## src/rtl/grid_mem_arbiter.sv

```systemverilog
// Round-robin arbiter for the single port of the 32x24 grid-cell RAM, with a
// clear engine that sweeps NULL into every cell after reset and on clear_start.
module grid_mem_arbiter #(
  parameter int NREQ   = 3,
  parameter int GRID_X = 32,
  parameter int GRID_Y = 24,
  parameter int XW     = 5,
  parameter int YW     = 5,
  parameter int AW     = 10,
  parameter int DW     = 4
) (
  input  logic                 clk,
  input  logic                 rst,
  input  logic                 clear_start,
  output logic                 clear_busy,
  input  logic [NREQ-1:0]      req,
  input  logic [NREQ-1:0]      we,
  input  logic [NREQ*XW-1:0]   x_in,
  input  logic [NREQ*YW-1:0]   y_in,
  input  logic [NREQ*DW-1:0]   wdata,
  output logic [NREQ-1:0]      gnt,
  output logic [NREQ-1:0]      err,
  output logic [NREQ-1:0]      rvalid,
  output logic [DW-1:0]        rdata,
  output logic                 mem_en,
  output logic                 mem_we,
  output logic [AW-1:0]        mem_addr,
  output logic [DW-1:0]        mem_wdata,
  input  logic [DW-1:0]        mem_rdata
);

  localparam int NCELL = GRID_X * GRID_Y;
  localparam int PW    = (NREQ > 1) ? $clog2(NREQ) : 1;

  typedef enum logic {CLEAR, SERVE} state_t;

  state_t          state;
  logic [AW-1:0]   clr_cnt;
  logic [PW-1:0]   ptr;
  logic [NREQ-1:0] rvalid_q;

  logic            found;
  logic [PW-1:0]   win;
  logic            fire;
  logic [NREQ-1:0] win_vec;
  logic [XW-1:0]   sel_x;
  logic [YW-1:0]   sel_y;
  logic [DW-1:0]   sel_wdata;
  logic            sel_we;
  logic            range_err;

  // Search starts one past the last winner so a held request waits its turn.
  always_comb begin : pick
    int cand;
    // NOTE: every combinational output gets a default first so no latch is inferred.
    found = 1'b0;
    win   = '0;
    cand  = 0;
    for (int k = 1; k <= NREQ; k++) begin
      cand = (int'(ptr) + k) % NREQ;
      if (!found && req[cand]) begin
        found = 1'b1;
        win   = PW'(cand);
      end
    end
  end

  always_comb begin
    sel_x     = x_in[int'(win)*XW +: XW];
    sel_y     = y_in[int'(win)*YW +: YW];
    sel_wdata = wdata[int'(win)*DW +: DW];
    sel_we    = we[win];
    range_err = (int'(sel_x) >= GRID_X) || (int'(sel_y) >= GRID_Y);
    fire      = (state == SERVE) && !clear_start && found;
    win_vec   = fire ? (NREQ'(1) << win) : '0;
  end

  assign gnt        = win_vec;
  assign err        = range_err ? win_vec : '0;
  assign rvalid     = rvalid_q;
  assign rdata      = (|rvalid_q) ? mem_rdata : '0;
  assign clear_busy = (state == CLEAR);

  // The sweep port drive is masked while rst is held so the RAM sees no writes in reset.
  always_comb begin
    mem_en    = 1'b0;
    mem_we    = 1'b0;
    mem_addr  = '0;
    mem_wdata = '0;
    if (state == CLEAR) begin
      mem_en   = !rst;
      mem_we   = !rst;
      mem_addr = rst ? '0 : clr_cnt;
    end else if (fire && !range_err) begin
      mem_en    = 1'b1;
      mem_we    = sel_we;
      mem_addr  = AW'(int'(sel_y) * GRID_X + int'(sel_x));
      mem_wdata = sel_wdata;
    end
  end

  always_ff @(posedge clk or posedge rst) begin
    if (rst) begin
      state    <= CLEAR;
      clr_cnt  <= '0;
      ptr      <= PW'(NREQ - 1);
      rvalid_q <= '0;
    end else begin
      // NOTE: sequential state uses non-blocking assignments only.
      rvalid_q <= '0;
      case (state)
        CLEAR: begin
          if (clr_cnt == AW'(NCELL - 1)) begin
            state   <= SERVE;
            clr_cnt <= '0;
          end else begin
            clr_cnt <= clr_cnt + AW'(1);
          end
        end
        SERVE: begin
          if (clear_start) begin
            state   <= CLEAR;
            clr_cnt <= '0;
          end else if (found) begin
            ptr <= win;
            if (!range_err && !sel_we) rvalid_q <= win_vec;
          end
        end
        default: state <= CLEAR;
      endcase
    end
  end

endmodule

```

## config.mk

```make
export PLATFORM = sky130hd
export DESIGN_NAME = grid_mem_arbiter
export DESIGN_NICKNAME = d
export VERILOG_FILES = /design/src/rtl/grid_mem_arbiter.sv
export SDC_FILE = /design/constraint.sdc
export NUM_CORES = 1
export LEC_CHECK = 0
export ABC_AREA = 1
export BUFFER_PORTS_ARGS = -buffer_cell sky130_fd_sc_hd__buf_4
export CAP_MARGIN = 20
export CORE_ASPECT_RATIO = 0.75
export CORE_MARGIN = 8
export CORE_UTILIZATION = 49
export DETAILED_ROUTE_END_ITERATION = 16
export GPL_TIMING_DRIVEN = 0
export PLACE_DENSITY = 0.84
export REMOVE_ABC_BUFFERS = 1
export SYNTH_ARGS = -nofsm -noshare
export SYNTH_HDL_FRONTEND = slang
export SYNTH_SLANG_ARGS = --single-unit
```

## constraint.sdc

```tcl
create_clock -name clk -period 5.2 [get_ports clk]
set_clock_uncertainty 0.2 [all_clocks]
set_input_delay 1.04 -clock clk [delete_from_list [all_inputs] [get_ports clk]]
set_output_delay 1.04 -clock clk [all_outputs]
set_load 0.02 [all_outputs]
```

* After elaboration in Yosys (flattened, before gate mapping)
Cells that the tools add are included.
** Operators by class
- $add $sub $neg :: 5
- $mul :: 1
- Divide/modulo/power cells :: 3
- Order comparisons :: 5
- Equal/unequal tests :: 2
- Shifts and indexed selects :: 4
- Multiplexer cells :: 39
- Bitwise gates (word level) :: 2
- Reductions and logical operators :: 14
** Operator list (count)
- 32-bit by 4-bit < comparator with 1-bit output (second input constant) :: 3
- 32-bit by 3-bit modulo with 32-bit output (second input constant) :: 3
- 10-bit 2-to-1 mux :: 5
- 15-bit by 32-bit indexed part select with 5-bit output :: 1
- 10-bit one-hot mux with 2 select lines :: 1
- 3-bit 2-to-1 mux :: 6
- 1-bit 2-to-1 mux :: 16
- 15-bit by 6-bit indexed part select with 5-bit output :: 1
- 4-bit 2-to-1 mux :: 3
- 12-bit by 5-bit indexed part select with 4-bit output :: 1
- 10-bit by 1-bit adder with 10-bit output (second input constant) :: 1
- 10-bit by 5-bit adder with 10-bit output :: 1
- 10-bit == test (second input constant) :: 1
- 1-bit binary-select mux with 2-bit select :: 4
- 2-bit by 2-bit adder with 3-bit output (second input constant) :: 2
- 1-bit logical AND :: 6
- 1-bit logical NOT :: 6
- 2-bit 2-to-1 mux :: 3
- 5-bit greater-or-equal comparator (second input constant) :: 1
- 2-bit by 3-bit multiplier with 5-bit output (second input constant) :: 1
- 2-bit by 1-bit adder with 3-bit output (second input constant) :: 1
- 2-bit by 3-bit < comparator with 1-bit output (second input constant) :: 1
- 3-bit AND reduction :: 1
- 3-bit OR reduction :: 1
- other kinds (4) :: 5
** Storage, ports and cells
- Bits in registers :: 16
- Input port bits :: 55
- Output and inout port bits :: 30

* Depth between registers and ports, before layout
- Word-level depth :: 21
- Gate-level depth with buffers :: 18
- Depth with buffers taken out :: 17

* Worst setup path before layout
OpenSTA, ideal clock, no wires.
- Kind :: input -> output
- From :: input req[2]
- To :: output err[0]
- Arrival time :: 2479 ps
- Required time :: 3960 ps
- Setup slack :: 1481 ps
- Cell stages on the path :: 10
- Path buffers :: 0
- Cell sequence :: inv_2 o21ai_1 nand2_4 nand3_1 nand3_2 nand2_2 nand2_1 nor2_1 inv_1 nor2_1
** Between the ends
- Elaborated cells between the ends (all ways) :: 26
- Those cells by class :: mul (1); order compare (1); shift (2); mux (17); reduce/logical (5)
** RTL lines
- start: declaration :: line 16 : input logic [NREQ-1:0] req,
- 1-bit binary-select mux with 2-bit select :: line 61 : if (!found && req[cand]) begin
- 1-bit 2-to-1 mux (not written as such) (2 in a row) :: line 61
- 1-bit 2-to-1 mux :: line 61
- 1-bit logical NOT :: line 61
- 1-bit logical AND :: line 61
- 1-bit 2-to-1 mux :: line 61
- 1-bit logical NOT :: line 61
- 1-bit logical AND :: line 61
- 2-bit 2-to-1 mux / 1-bit 2-to-1 mux (equally long branches) :: line 61
- 1-bit by 2-bit << shifter with 3-bit output / 1-bit logical AND (equally long branches) :: line 75, 74
- 3-bit 2-to-1 mux * :: line 75 : win_vec = fire ? (NREQ'(1) << win) : '0;
- named net gnt[0] :: line 21 : output logic [NREQ-1:0] gnt,
- 3-bit 2-to-1 mux * :: line 79 : assign err = range_err ? win_vec : '0;
- end: declaration :: line 22 : output logic [NREQ-1:0] err,
Mark *: on every way through the listed nets, which the timed path passes. The rest lies on a longest branch. The select of a mux whose other input is x is not followed.

* Worst setup path after layout
- From :: input req[1]
- To :: output mem_en
** Between the ends
- Longest elaborated chain between the ends :: 17
- Elaborated cells between the ends (all ways) :: 27
- Those cells by class :: mul (1); order compare (1); shift (1); mux (17); reduce/logical (7)
** Ends and longest elaborated chain
- 1-bit binary-select mux with 2-bit select :: line 61
- 1-bit 2-to-1 mux (not written as such) (2 in a row) :: line 61
- 1-bit 2-to-1 mux :: line 61
- 1-bit logical NOT :: line 61
- 1-bit logical AND :: line 61
- 1-bit 2-to-1 mux :: line 61
- 1-bit logical NOT :: line 61
- 1-bit logical AND :: line 61
- 2-bit 2-to-1 mux :: line 61
- 2-bit by 3-bit multiplier with 5-bit output :: line 70 : sel_y = y_in[int'(win)*YW +: YW];
- 15-bit by 6-bit indexed part select with 5-bit output :: line 70
- 5-bit greater-or-equal comparator :: line 73 : range_err = (int'(sel_x) >= GRID_X) || (int'(sel_y) >= GRID_Y);
- 1-bit logical NOT :: line 94 : end else if (fire && !range_err) begin
- 1-bit logical AND * :: line 94
- 1-bit 2-to-1 mux * :: line 94
- 1-bit 2-to-1 mux * :: line 90 : if (state == CLEAR) begin
- end: declaration :: line 25 : output logic mem_en,
Every way passes the cells marked *; elsewhere a longest branch is shown, timed or not. The select of a mux whose other input is x is not followed.

==> results.toml <==
[detailed_routing]
wl_um = 5240
wire_per_inst_um = 13.7
drt_iter0_drc = 123
dr.pass1.iters = 7
ant_nets = 0
drc = 0
routed_via_density = 5.05
num_vias = 1940

[clock_network]
cts.sinks = 16
cts_tree = "done"
cts_setup_buffers = 0
cts_hold_buffers = 0
cts_root_buffer = "clkbuf_8"
clk_latency_ns = 0.25
path_clk_slew_ns = 0.06
cts_resized = 0
cts_buffers = 3
htree_levels = 1
ctsLongestPathBuffers = 2

[layout]
final_common_cell = "nand2_1"
mostFrequentLayoutCells = "nand2_1 (90), buf_4 (84), inv_1 (30), nand3_1 (30), nor2_1 (28)"
final_nets = 405
area_growth_pct = 43.1
fin_cells = 384
drive_above_1_share = 0.334
n_antenna_cell = 0

[floorplan]
ios = 85
die_w_um = 82.4
die_y_um = 65.8
initial_core_util = 0.503
coreArea_um2 = 3220
core.rowCount = 18
design.die.area_um2 = 5420

[sta]
rsz0062_at_grt = "no"
slew-limit-headroom = 0.537
finalMaxSlewViolations = 0
worst_pin_slew_ns = 0.693
setup_violations = 0
timing.final.crit_period_ns = 4.26
timing.final.ws_setup_ns = 0.938
period_share = 0.820
hold_viol = 0
tns_ns = 0
max_clock_freq_ghz = 0.235

[global_route]
antenna_found_initial = 0
grt.overflow.total = 0
grt_pass1_vias = 1800
grt_usage = 0.184
grt_max_degree = 17
grt_pass1_wl_um = 8090

[worst_setup_path]
rr_worst_depth = 17
crit_arrival_ns = 3.02
critPathKind = "primary input to primary output"
max_stage_delay_ns = 0.27
path_buf_inv = 4
slowest_stage = "nor2_4"
worst-path-stages = 16
cpLargestDelayFamily = "simple AND/OR/NAND/NOR gates"
path_common_cell = "nand2_1"
crit_required_ns = 3.96
r2r_slack_ns = 2.36
crit_chain = "buf_4, inv_1, nand2_1, nand3_1, nand2_1, nand3_2, nand3_2, nand2_4, inv_4, nor2_4, nand2_1, nand3_2, nand2_4, nand2_1, nand2_1, buf_4"
endpoint_kind = "primary output"
path_max_fanout = 16
start_kind = "primary input"

[power_and_ir_drop]
cellLeakagePower_nw = 1.30
vdd_ir_drop_max_mv = 0.310
power_mw = 1.08
pwr_density_cell_nw_per_um2 = 466

[place]
dp_hpwl_um = 4270
gp_congestion = 0.841
portBuffers = 84
post-place-ws_ns = 0.942
dp_cells = 380

[logic_synthesis]
synth_edf_count = 0
postSynthAreaPerCell_um2 = 6.18
ys.warnings.count = 0
syn_inst = 262
synthArstFlopShare = 1.00
synth_ff_type = "dfrtp_1"
ys_seq_area_frac = 0.248
ys_ff_latch = 16
syn_area_um2 = 1620
synth_cell_types = 31

[min_path]
hold_class = "flip-flop to flip-flop"
hold_path_depth = 2

[job]
drv_cap = 0

[outcome]
outcome = "finished clean"
[report_power, final]
| group | total, mW | internal, mW | switching (mW) |
|---|---|---|---|
| combinational | 0.761 | 0.257 | 0.503 |
| clock | 0.111 | 0.0672 | 0.0434 |
| sequential | 0.208 | 0.165 | 0.0429 |
| total | 1.08 | 0.490 | 0.590 |
[cell usage after synthesis, types with 2 or more instances]
master | instances | area share
inv_1 | 30 | 0.070
a21oi_1 | 6 | 0.019
nor2_1 | 28 | 0.065
nand3b_1 | 2 | 0.0093
buf_2 | 3 | 0.0093
o22ai_1 | 5 | 0.019
nand3_1 | 30 | 0.093
nand2_2 | 2 | 0.0077
nand3_2 | 12 | 0.074
inv_2 | 5 | 0.012
nand2_1 | 90 | 0.21
ha_1 | 5 | 0.039
dfrtp_1 | 15 | 0.23
nand2_4 | 3 | 0.021
xor2_1 | 3 | 0.016
xnor2_1 | 2 | 0.011
o21ai_0 | 7 | 0.022
[path summary, 6_finish.rpt]
check / startpoint / to
setup / recovery: req[1] / mem_en
hold / removal: ptr[1]$_DFFE_PP1P_ / ptr[1]$_DFFE_PP1P_
setup reg to reg: ptr[0]$_DFFE_PP0P_ / rvalid[0]$_DFF_PP0_
hold reg to reg: ptr[1]$_DFFE_PP1P_ / ptr[1]$_DFFE_PP1P_
max in group asynchronous: rst / clr_cnt[4]$_DFFE_PP0P_
min in group asynchronous: rst / clr_cnt[7]$_DFFE_PP0P_
[metal layers]
layer / routed length, um / track usage / vias up / share of wire
met5: 0 / 0 / - / 0
met3: 649 / 0.0462 / 4 / 0.12
li1: - / - / 998 / -
met1: 2180 / 0.230 / 853 / 0.42
met2: 2370 / 0.313 / 85 / 0.45
met4: 41 / 0.0306 / 0 / 0.0078
[cell type report]
type	instances	area [um2]
clock buffer	4	55.1
fill	300	903
inverter	37	143
multi-input combinational	203	1040
sequential	16	402
tap	40	50.0
timing repair buffer	84	631
[worst register-to-register path: cells and delay by family, from the launching register on]
kind / cells / cell delay [ns]
adder cells (fa/ha/maj): 1 / 0.40
buffers and inverters: 4 / 0.35
flip-flops: 1 / 0.40
AND/OR/NAND/NOR: 12 / 1.37
[flip-flops by register name (all words and copies together) (netlist names)]
signal,cells
ptr,2
rvalid,3
state,1
clr_cnt,10
[kinds of logic after synthesis]
logic type                 share of synthesized area
and+or+nand+nor                                0.496
buffers and inverters                          0.111
AOI/OAI and AO/OA                             0.0788
DFF                                            0.248
xor gates and xnor gates                      0.0271
adders and majority gates                     0.0386
[per-stage QoR]
stage	hold WS, ns	instance area [um2]	util
after detailed placement	0.356	2260	0.702
after global routing	0.410	2320	0.720
after CTS	0.371	2320	0.720
after global placement	0.347	2260	0.702
after floorplan	0.310	1580	-
final	0.371	2320	0.720
Power figures use the tool's default switching activity.
